[src/rtl/ex_mem_skid_if.sv]
// EX->MEM bundle interface: upstream (in_*) and downstream (out_*) handshakes.
// Handshake rule, both sides: a transfer happens on a rising clk edge exactly
// when valid && ready are both high; the sender holds its fields stable while
// valid && !ready; ready never depends combinationally on the same-side valid.
interface ex_mem_skid_if #(
    parameter int DW = 32,
    parameter int AW = 5
);
    logic          in_valid;
    logic          in_ready;
    logic [DW-1:0] in_result;
    logic [DW-1:0] in_sdata;
    logic [AW-1:0] in_rd;
    logic          in_regwr;
    logic          in_memrd;
    logic          in_memwr;

    logic          out_valid;
    logic          out_ready;
    logic [DW-1:0] out_result;
    logic [DW-1:0] out_sdata;
    logic [AW-1:0] out_rd;
    logic          out_regwr;
    logic          out_memrd;
    logic          out_memwr;

    // Buffer side: consumes the EX bundle, produces the MEM bundle.
    modport slave (
        input  in_valid, in_result, in_sdata, in_rd, in_regwr, in_memrd, in_memwr,
        output in_ready,
        output out_valid, out_result, out_sdata, out_rd, out_regwr, out_memrd, out_memwr,
        input  out_ready
    );

    // Environment side: drives EX bundle and MEM ready, observes the rest.
    modport master (
        output in_valid, in_result, in_sdata, in_rd, in_regwr, in_memrd, in_memwr,
        input  in_ready,
        input  out_valid, out_result, out_sdata, out_rd, out_regwr, out_memrd, out_memwr,
        output out_ready
    );
endinterface

[src/rtl/ex_mem_skid.sv]
// EX/MEM pipeline register built as a 2-entry skid buffer.
// Head entry (slot 0) drives the MEM outputs directly from flops; the skid
// entry (slot 1) absorbs the one bundle EX may send while MEM stalls, so
// in_ready is a flop and never depends combinationally on out_ready.
// Optional macro EX_MEM_SKID_FWD_EN adds the EX bypass outputs
// fwd_valid / fwd_rd / fwd_data taken from the head entry.
module ex_mem_skid #(
    parameter int DW = 32,
    parameter int AW = 5
) (
    input  logic          clk,
    input  logic          reset,
    input  logic          flush,
    ex_mem_skid_if.slave  bus,
`ifdef EX_MEM_SKID_FWD_EN
    output logic          fwd_valid,
    output logic [AW-1:0] fwd_rd,
    output logic [DW-1:0] fwd_data,
`endif
    output logic [1:0]    occupancy
);

    typedef struct packed {
        logic [DW-1:0] result;
        logic [DW-1:0] sdata;
        logic [AW-1:0] rd;
        logic          regwr;
        logic          memrd;
        logic          memwr;
    } bundle_t;

    // Occupancy doubles as the buffer state: 0 empty, 1 head only, 2 full.
    logic [1:0] occ_q, occ_d;
    logic       in_ready_q, in_ready_d;
    bundle_t    head_q, head_d;
    bundle_t    skid_q, skid_d;
    bundle_t    in_bundle;
    logic       accept;
    logic       pop;

    assign in_bundle = '{result: bus.in_result, sdata: bus.in_sdata, rd: bus.in_rd,
                         regwr: bus.in_regwr, memrd: bus.in_memrd, memwr: bus.in_memwr};
    assign accept = bus.in_valid && in_ready_q;
    assign pop    = (occ_q != 2'd0) && bus.out_ready;

    // State register: reset empties the buffer and opens the input at once.
    always_ff @(posedge clk or posedge reset) begin
        if (reset) begin
            occ_q      <= 2'd0;
            in_ready_q <= 1'b1;
            head_q     <= '0;
            skid_q     <= '0;
        end else begin
            occ_q      <= occ_d;
            in_ready_q <= in_ready_d;
            head_q     <= head_d;
            skid_q     <= skid_d;
        end
    end

    // Next state: flush wins over everything; otherwise move per occupancy.
    always_comb begin
        occ_d  = occ_q;
        head_d = head_q;
        skid_d = skid_q;
        if (flush) begin
            // Same-cycle accept is dropped; a same-cycle pop was already seen by MEM.
            occ_d = 2'd0;
        end else begin
            case (occ_q)
                2'd0: begin
                    if (accept) begin
                        occ_d  = 2'd1;
                        head_d = in_bundle;
                    end
                end
                2'd1: begin
                    if (accept && !pop) begin
                        occ_d  = 2'd2;
                        skid_d = in_bundle;
                    end else if (pop && !accept) begin
                        occ_d  = 2'd0;
                    end else if (pop && accept) begin
                        head_d = in_bundle;
                    end
                end
                2'd2: begin
                    // in_ready is low here, so only a pop can happen.
                    if (pop) begin
                        occ_d  = 2'd1;
                        head_d = skid_q;
                    end
                end
                default: occ_d = 2'd0;
            endcase
        end
        in_ready_d = (occ_d != 2'd2);
    end

    // Outputs: straight from head flops; control bits masked when nothing is valid.
    always_comb begin
        bus.in_ready   = in_ready_q;
        bus.out_valid  = (occ_q != 2'd0);
        bus.out_result = head_q.result;
        bus.out_sdata  = head_q.sdata;
        bus.out_rd     = head_q.rd;
        bus.out_regwr  = head_q.regwr && (occ_q != 2'd0);
        bus.out_memrd  = head_q.memrd && (occ_q != 2'd0);
        bus.out_memwr  = head_q.memwr && (occ_q != 2'd0);
        occupancy      = occ_q;
    end

`ifdef EX_MEM_SKID_FWD_EN
    // Bypass: only register-writing non-loads with a nonzero destination qualify.
    always_comb begin
        fwd_valid = (occ_q != 2'd0) && head_q.regwr && !head_q.memrd && (head_q.rd != '0);
        fwd_rd    = head_q.rd;
        fwd_data  = head_q.result;
    end
`endif

endmodule

[src/flat_wrapper.sv]
// flat-port wrapper written by rule: the top's interface ports become plain ports
module ex_mem_skid_flat 
#(
    parameter int DW = 32,
    parameter int AW = 5
)
  (clk, reset, flush, occupancy, bus_in_valid, bus_in_result, bus_in_sdata, bus_in_rd, bus_in_regwr, bus_in_memrd, bus_in_memwr, bus_in_ready, bus_out_valid, bus_out_result, bus_out_sdata, bus_out_rd, bus_out_regwr, bus_out_memrd, bus_out_memwr, bus_out_ready);
  ex_mem_skid_if #(.DW(DW), .AW(AW)) bus_i ();
  input  logic clk;
  input  logic reset;
  input  logic flush;
  output logic [1:0] occupancy;
  input wire logic [$bits(bus_i.in_valid)-1:0] bus_in_valid;
  input wire logic [$bits(bus_i.in_result)-1:0] bus_in_result;
  input wire logic [$bits(bus_i.in_sdata)-1:0] bus_in_sdata;
  input wire logic [$bits(bus_i.in_rd)-1:0] bus_in_rd;
  input wire logic [$bits(bus_i.in_regwr)-1:0] bus_in_regwr;
  input wire logic [$bits(bus_i.in_memrd)-1:0] bus_in_memrd;
  input wire logic [$bits(bus_i.in_memwr)-1:0] bus_in_memwr;
  output wire logic [$bits(bus_i.in_ready)-1:0] bus_in_ready;
  output wire logic [$bits(bus_i.out_valid)-1:0] bus_out_valid;
  output wire logic [$bits(bus_i.out_result)-1:0] bus_out_result;
  output wire logic [$bits(bus_i.out_sdata)-1:0] bus_out_sdata;
  output wire logic [$bits(bus_i.out_rd)-1:0] bus_out_rd;
  output wire logic [$bits(bus_i.out_regwr)-1:0] bus_out_regwr;
  output wire logic [$bits(bus_i.out_memrd)-1:0] bus_out_memrd;
  output wire logic [$bits(bus_i.out_memwr)-1:0] bus_out_memwr;
  input wire logic [$bits(bus_i.out_ready)-1:0] bus_out_ready;
  assign bus_i.in_valid = bus_in_valid;
  assign bus_i.in_result = bus_in_result;
  assign bus_i.in_sdata = bus_in_sdata;
  assign bus_i.in_rd = bus_in_rd;
  assign bus_i.in_regwr = bus_in_regwr;
  assign bus_i.in_memrd = bus_in_memrd;
  assign bus_i.in_memwr = bus_in_memwr;
  assign bus_in_ready = bus_i.in_ready;
  assign bus_out_valid = bus_i.out_valid;
  assign bus_out_result = bus_i.out_result;
  assign bus_out_sdata = bus_i.out_sdata;
  assign bus_out_rd = bus_i.out_rd;
  assign bus_out_regwr = bus_i.out_regwr;
  assign bus_out_memrd = bus_i.out_memrd;
  assign bus_out_memwr = bus_i.out_memwr;
  assign bus_i.out_ready = bus_out_ready;
  ex_mem_skid #(.DW(DW), .AW(AW)) u_core (.clk(clk), .reset(reset), .flush(flush), .bus(bus_i), .occupancy(occupancy));
endmodule
[config.mk]
export PLATFORM = sky130hd
export DESIGN_NAME = ex_mem_skid_flat
export DESIGN_NICKNAME = d
export VERILOG_FILES = /design/src/rtl/ex_mem_skid_if.sv /design/src/rtl/ex_mem_skid.sv /design/src/flat_wrapper.sv
export SDC_FILE = /design/constraint.sdc
export NUM_CORES = 1
export LEC_CHECK = 0
export CAP_MARGIN = 10
export CELL_PAD_IN_SITES_DETAIL_PLACEMENT = 1
export CELL_PAD_IN_SITES_GLOBAL_PLACEMENT = 2
export CORE_UTILIZATION = 25
export CTS_CLUSTER_SIZE = 24
export DETAILED_ROUTE_END_ITERATION = 7
export GPL_TIMING_DRIVEN = 0
export PLACE_DENSITY = 0.62
export SYNTH_ARGS = -nofsm -noshare
export SYNTH_HDL_FRONTEND = slang
export SYNTH_SLANG_ARGS = --single-unit
[constraint.sdc]
create_clock -name clk -period 4.7 [get_ports clk]
set_input_delay 0.47 -clock clk [delete_from_list [all_inputs] [get_ports clk]]
set_output_delay 0.47 -clock clk [all_outputs]
set_load 0.02 [all_outputs]
==> metrics.md, run 1 <==
| Metric | Value |
|---|---|
| Start of the worst register-to-register path | `u_core.occupancy[0]$_DFF_PP0_` |
| Hold Path End | `u_core.bus.out_sdata[3]$_DFFE_PP0P_` |
| Part of the Yosys area used for sequential elements | `a little over half` |
| Post-layout nets | `805` |
| Count of H-tree levels built during CTS | `4` |
| CTS max path bufs | `2` |
| Cell count after synthesis | `approximately 560` |
| Worst Hold Depth | `2` |
| Avg WL per Cell | `~17 um` |
| Data required time at the worst endpoint | `4.23 ns` |
| Worst-path cell chain | `nor2_1 -> nor2b_1 -> clkdlybuf4s50_1` |
| Post-synthesis register bit count | `147` |
| Die height | `166 um` |
| Final Max Tran Viols | `0` |
| Path type of the worst min-delay path | `reg -> reg` |
| Floorplan core area | `between 0.02 and 0.03 mm2` |
| Commonest non-fill, non-tap cell in the layout | `clkdlybuf4s50_1` |
| Cell accounting for the most synthesized area | `dfrtp_1` |
| Post-CTS Repair Setup Buffers | `0` |
| Tmin final | `2.42 ns` |
| Hold-fix buffers at CTS | `0` |
| Total detailed-routing wirelength | `17.9 mm` |
| Highest net fanout along the worst path | `8` |
| Starting density of the core | `25.6%` |
| Most frequent cells in the layout | `152 x clkdlybuf4s50_1, 146 x dfrtp_1, 78 x buf_4` |
| Post-synthesis to final-layout area growth | `38.5%` |
| Number of distinct library cell variants in the gate-level netlist after synthesis | `24` |
| Boundary pin count | `roughly 150` |
| Total number of vias | `4603` |
| Capture instance of the worst register-to-register path | `u_core.bus.out_result[9]$_DFFE_PP0P_` |
| Setup repair after global routing missed its margin | `false` |
| Largest cells by area after synthesis | `dfrtp_1 54%, mux2_2 12%, mux2i_1 11%` |
| Insertion delay to the later sink of the worst-skew pair | `0.42 ns` |
| Number of routed nets with antenna violations | `0` |
| Number of placement rows | `59` |
| Storage cell area | `0.00368 mm2` |
| Worst r2r path cells | `4` |
| Clock tree from TritonCTS | `done` |
| Post-cts resize count | `0` |
| Count of inserted antenna diode cells | `0` |
| Violated checks | `design-rule violations` |
| Number of buffers and inverters on the critical path | `1` |
| Clock transition at the registers of the reported paths | `0.06 ns` |
| Topmost layer with routed signal wires | `met4` |
| Top achievable clock speed | `412 MHz` |
| Max_cap viols | `0` |
| Setup-failing EPs final | `0` |
| Status | `finished with violations` |
| Period utilization | `51.6%` |
| WL met1 | `8.12 mm` |
| First-pass detailed-route iteration total | `8` |
| DIE AREA | `between 0.02 and 0.03 mm2` |
| Critical-path top delay cell | `clkdlybuf4s50_1` |
| Placed Cells | `1044` |
| Worst max-slew margin expressed relative to the limit | `51.3%` |
| Internal reg-to-reg setup slack | `2.77 ns` |
| Net count of the mapped netlist | `633` |
| Overall track demand over capacity in global routing | `13.7%` |
| Largest net degree at the start of global routing | `76` |
| Hold path startpoint | `u_core.bus.out_sdata[3]$_DFFE_PP0P_` |
| Violation count after the first detailed-routing iteration | `193` |
| Least-Margin Pin Slew | `roughly 0.73 ns` |
| Routed wire length on met2 | `8.85 mm` |
| CP peak stage delay | `roughly 0.6 ns` |
| Global placement routability congestion | `0.739` |
| Leakage power figure | `0.00455 uW` |
| Post-Syn Area per Cell | `12.1 um2` |
| Sum of net half-perimeters after detailed placement | `12.5 mm` |
| Placed cell areas | `0.00869 mm2` |
| Cell Pwr Density | `456 mW/mm2` |
| Kind of launch point of the worst setup path | `flip-flop` |
| Share of the synthesized area in the top cell type | `54.4%` |
| Layout filler cell count | `roughly 2800` |
| Post-DR vias/cell | `4.28` |
| Non-Filler Instances | `1075` |
| PortBufs | `around 150` |
| Largest clock skew in the final design | `0.00681 ns` |
| Via count of the first global-routing pass | `5233` |
| Overall die width | `between 150 and 200 um` |
| Overflow left after global routing | `0` |
| Cell type group with the largest total delay on the critical path | `buffers and inverters` |
| Yosys warnings | `0` |
| Summed instance area of the synthesized netlist | `0.00672 mm2` |
| Sum of met3 wire segment lengths after detailed routing | `748 um` |
| Worst Setup End Kind | `output pin` |
| Arrival time of data at the critical path endpoint | `1.95 ns` |
| Initial antenna violation count | `0` |
| Summed area of non-filler cells in the final layout | `0.00930 mm2` |
| Area taken by multi-input logic gates | `approximately 0.0023 mm2` |
| Num CTS Buffers | `17` |
| Sinks on the clock net | `147` |
| Final hold violations | `0` |
| DR DRC count | `9` |
| Fraction of layout instances using a drive strength above 1 | `27.2%` |
| Global-route wire length before repair | `between 20 and 30 mm` |
| Root Driver | `clkbuf_16` |
| Setup CP Type | `reg -> out` |
| Peak supply drop | `~0.18 mV` |
==> report_power, final <==
group	switching, uW	internal (uW)	leakage, uW	total (uW)
clock network	563	890	0.000290	1450
logic	445	611	0.00244	1060
registers	159	1570	0.00182	1730
total	1170	3070	0.00455	4240
==> kinds of logic after synthesis <==
family | count (synthesis) | synth area share, %
buffers and inverters | 103 | 10.9
and+or+nand+nor | 85 | 5.31
DFF | 147 | 54.8
muxes | 146 | 23.1
AOI/OAI and AO/OA | 75 | 5.94
==> through the flow <==
step	worst slack, ns	utilization (%)	hold slack [ns]	setup TNS (ns)	power (uW)
2_1_floorplan	0.280	-	0.448	0	2370
3_3_place_gp	-1.99	33.0	0.462	-289.20	2780
3_5_place_dp	2.17	33.2	0.473	0	2840
4_1_cts	2.16	35.5	0.488	0	4320
5_1_grt	2.12	35.5	0.512	0	4480
6_report	2.28	35.5	0.481	0	4240
==> registers in the layout (all words and copies together) (netlist names) <==
signal and count:
u_core.bus.in_ready 1, u_core.bus.out_rd 5, u_core.bus.out_result 32, u_core.bus.out_sdata 32
u_core.head_q 3, u_core.occupancy 2, u_core.skid_q 72
==> metal layers <==
layer	GRT usage [%]	vias up
met5	0	-
met4	4.51	0
met3	3.12	11
met2	22.5	87
met1	17.7	2333
li1	-	2172
==> tightest hold or removal path, cell delays in order (launching register included) <==
cell     delay (ns)
dfrtp_1        0.34
nand2_1        0.05
o21ai_0        0.06
==> synth_stat cells, drive strengths merged <==
cell / count
nor2: 3
or2b: 1
and4bb: 1
mux2: 72
dfstp: 1
a211o: 1
nand3: 1
and2: 1
buf: 93
nand2: 72
nand2b: 1
nand3b: 1
dfrtp: 146
o22a: 1
o21ai: 72
nor2b: 4
a31oi: 1
mux2i: 74
clkbuf: 7
inv: 3
==> layout make-up <==
| cell class | count | area share (%) |
|---|---|---|
| inverters | 3 | 0.175 |
| flip-flops and latches | 147 | 39.6 |
| multi-input cells | 306 | 24.8 |
| well taps | 335 | 4.51 |
| plain buffers | 100 | 7.73 |
| repair buffers | 153 | 16.7 |
| clock inverters | 12 | 1.92 |
| clock buffers | 19 | 4.65 |
==> worst max path at each step <==
| stage | slack [ns] | cells after the start | start | end |
|---|---|---|---|---|
| final | 2.28 | 3 | u_core.occupancy[0]$_DFF_PP0_ | bus_out_memrd |
| after global routing | 2.12 | 3 | u_core.occupancy[0]$_DFF_PP0_ | bus_out_regwr |
| after CTS | 2.16 | 3 | u_core.occupancy[0]$_DFF_PP0_ | bus_out_memrd |
| after detailed placement | 2.17 | 5 | flush | u_core.bus.out_result[9]$_DFFE_PP0P_ |
| after global placement | -1.99 | 2 | reset | u_core.skid_q[3]$_DFFE_PP0P_ |
| after floorplan | 0.28 | 1 | reset | u_core.bus.out_rd[0]$_DFFE_PP0P_ |
No activity file was read; power rests on OpenSTA's default activity.
==> inputs of run 2 (changes only) <==
clock period = 2.2 ns   (was 4.7 ns; I/O delays follow)
==> run 2 against run 1 <==
Against the previous run:
- the run still ends with design-rule violations left
- power up 110%
- via count decreased by 0.63%
- wire length decreased by 0.55%
- design area up 0.59%
- die area stayed put
- count of clock-buffer cells in the layout rose by 2
- critical path type unchanged
- critical endpoint is now bus_out_valid
- largest power group unchanged
==> metrics.md, run 2 (synthesized netlist as in run 1, its figures left out) <==
| Metric | Value |
|---|---|
| Worst-path cell chain | `nor2_1 -> inv_1 -> clkdlybuf4s50_1 (was nor2_1 -> nor2b_1 -> clkdlybuf4s50_1)` |
| Violation count after the first detailed-routing iteration | `184 (was 193)` |
| Hold WS | `0.305 ns (was 0.481 ns)` |
| Total detailed-routing wirelength | `17.8 mm (was 17.9 mm)` |
| Commonest non-fill, non-tap cell in the layout | `clkdlybuf4s50_1 (unchanged)` |
| Largest register by flop count | `u_core.skid_q (unchanged)` |
| Insertion delay to the later sink of the worst-skew pair | `0.41 ns (was 0.42 ns)` |
| Setup repair after global routing missed its margin | `false (unchanged)` |
| Design internal power | `6650 uW (was 3070 uW)` |
| Sinks on the clock net | `147 (unchanged)` |
| Boundary pin count | `153 (unchanged)` |
| DR DRC count | `8 (was 9)` |
| First-pass detailed-route iteration total | `8 (unchanged)` |
| Post-cts resize count | `0 (unchanged)` |
| Largest clock skew in the final design | `0.00808 ns (was 0.00681 ns)` |
| TNS Setup | `0 ns (unchanged)` |
| Avg WL per Cell | `16.5 um (was 16.7 um)` |
| Leakage power figure | `0.00457 uW (was 0.00455 uW)` |
| Final Max Tran Viols | `0 (unchanged)` |
| CP peak stage delay | `0.56 ns (was 0.59 ns)` |
| Placed Cells | `1046 (was 1044)` |
| Largest net degree at the start of global routing | `42 (was 76)` |
| Global placement routability congestion | `0.709 (was 0.739)` |
| Starting density of the core | `25.6% (unchanged)` |
| Final worst setup slack | `0.118 ns (was 2.28 ns)` |
| Status | `finished with violations (unchanged)` |
| Global-route wire length before repair | `29.0 mm (was 29.3 mm)` |
| Sequential cell fraction of total power | `40.6% (was 40.9%)` |
| PortBufs | `152 (unchanged)` |
| Count of inserted antenna diode cells | `0 (unchanged)` |
| Switching power summed over all nets | `2470 uW (was 1170 uW)` |
| Overall track demand over capacity in global routing | `13.6% (was 13.7%)` |
| Arrival time of data at the critical path endpoint | `1.86 ns (was 1.95 ns)` |
| Overall die width | `166 um (unchanged)` |
| Initial antenna violation count | `0 (unchanged)` |
| Tmin final | `2.08 ns` |
| Clock tree from TritonCTS | `done (unchanged)` |
| Path type of the worst min-delay path | `in -> async (was reg -> reg)` |
| Worst max-slew margin expressed relative to the limit | `47.0% (was 51.3%)` |
| Top achievable clock speed | `a little under 500 MHz` |
| Final hold violations | `0 (unchanged)` |
| Die height | `166 um (unchanged)` |
| Post-DR vias/cell | `4.24 (was 4.28)` |
| Combinational share of power | `24.9% (about the same)` |
| Start of the worst register-to-register path | `u_core.bus.in_ready$_DFF_PP1_ (was u_core.occupancy[0]$_DFF_PP0_)` |
| Fraction of layout instances using a drive strength above 1 | `27.5% (was 27.2%)` |
| Net switching share of the total power | `27.1% (was 27.5%)` |
| Worst Setup End Kind | `output pin (unchanged)` |
| Critical-path top delay cell | `clkdlybuf4s50_1 (unchanged)` |
| Least-Margin Pin Slew | `0.793 ns (was 0.731 ns)` |
| Placed cell areas | `0.00872 mm2 (was 0.00869 mm2)` |
| Root Driver | `clkbuf_16 (unchanged)` |
| Worst r2r path cells | `5 (was 4)` |
| Number of routed nets with antenna violations | `0 (unchanged)` |
| Post-CTS Repair Setup Buffers | `0 (unchanged)` |
| CTS max path bufs | `2 (unchanged)` |
| Peak supply drop | `0.362 mV (was 0.181 mV)` |
| Portion of total power attributed to the clock network | `34.5% (was 34.3%)` |
| Overflow left after global routing | `0 (unchanged)` |
| Hold-fix buffers at CTS | `0 (unchanged)` |
| Total number of vias | `4574 (was 4603)` |
| Max_cap viols | `0 (unchanged)` |
| Post-synthesis to final-layout area growth | `39.3% (was 38.5%)` |
| Number of placement rows | `59 (unchanged)` |
| Worst setup path startpoint | `u_core.occupancy[0]$_DFF_PP0_ (unchanged)` |
| Count of H-tree levels built during CTS | `4 (unchanged)` |
| Period utilization | `a little over nine tenths` |
| Num CTS Buffers | `17 (unchanged)` |
| Setup-failing EPs final | `0 (unchanged)` |
| Number of flip-flops under the largest register name | `72 (unchanged)` |
| Post-layout nets | `807 (was 805)` |
| Via count of the first global-routing pass | `5260 (was 5233)` |
| DIE AREA | `0.0275 mm2 (unchanged)` |
| Sum of net half-perimeters after detailed placement | `12.7 mm (was 12.5 mm)` |
| Internal reg-to-reg setup slack | `0.29 ns (was 2.77 ns)` |
| Kind of launch point of the worst setup path | `flip-flop (unchanged)` |
| Capture instance of the worst register-to-register path | `u_core.skid_q[65]$_DFFE_PP0P_ (was u_core.bus.out_result[9]$_DFFE_PP0P_)` |
| Place WS | `-0.0545 ns (was 2.17 ns)` |
| Clock transition at the registers of the reported paths | `0.06 ns (about the same)` |
| Non-Filler Instances | `1078 (was 1075)` |
| Setup CP Type | `reg -> out (unchanged)` |
| Highest net fanout along the worst path | `8 (unchanged)` |
| Floorplan core area | `0.0262 mm2 (unchanged)` |
| Violated checks | `design-rule violations (unchanged)` |
| Data required time at the worst endpoint | `1.98 ns (was 4.23 ns)` |
| Summed area of non-filler cells in the final layout | `0.00936 mm2 (was 0.00930 mm2)` |
| Most frequent cells in the layout | `152 x clkdlybuf4s50_1, 146 x dfrtp_1, 78 x buf_4 (unchanged)` |
| Cell Pwr Density | `974 mW/mm2 (was 456 mW/mm2)` |
## run 2: cell types whose count changed in the layout (fill, tap and decap cells not counted), sizes merged
cell	change
clkbuf	+2
inv	-2
buf	+2
clkinv	+1
## run 2: metal layers
metal	part of all wire [%]	track usage (%)	routed length, um
met1	44	17.0	7910
met2	51	23.6	9130
met3	3.3	2.60	591
met4	1.0	4.14	179
met5	0	0	0
## run 2: how the worst max path moves through the flow
stage	to	slack [ns]	depth (start not counted)
floorplan	u_core.bus.out_rd[0]$_DFFE_PP0P_	0.13	1
global placement	u_core.bus.out_rd[0]$_DFFE_PP0P_	-1.25	2
detailed placement	u_core.bus.out_rd[2]$_DFFE_PP0P_	-0.05	5
CTS	bus_out_valid	0.02	3
global route	bus_out_memrd	0.001	3
finish	bus_out_valid	0.12	3
## run 2: final cells by class
| cell class | count | area [um2] |
|---|---|---|
| clock buffer | 21 | 460 |
| sequential | 147 | 3680 |
| inverter | 3 | 15.0 |
| multi-input combinational | 306 | 2310 |
| clock inverter | 11 | 175 |
| timing repair buffer | 155 | 1580 |
| tap | 335 | 419 |
| buffer | 100 | 719 |
| fill | 2840 | 16800 |
## run 2: stage by stage
step                      power [uW]  utilization [%]
after floorplan                 5070                -
after global placement          5940             33.1
after detailed placement        6070             33.3
after CTS                       9270             35.7
after global routing            9600             35.7
final                           9110             35.7
## run 2: worst max-delay path, delay by kind of cell, from the launching register on
kind	cells	cell delay (ns)
buffers and inverters	2	0.68
DFF	1	0.45
and+or+nand+nor	1	0.32
## run 2: power by group through the flow
stage               combinational [uW]  clock, uW  sequential [uW]
finish                            2260       3140             3700
global route                      2470       3340             3800
CTS                               2320       3240             3710
detailed placement                2310          0             3760
global placement                  2240          0             3710
floorplan                         1430          0             3650
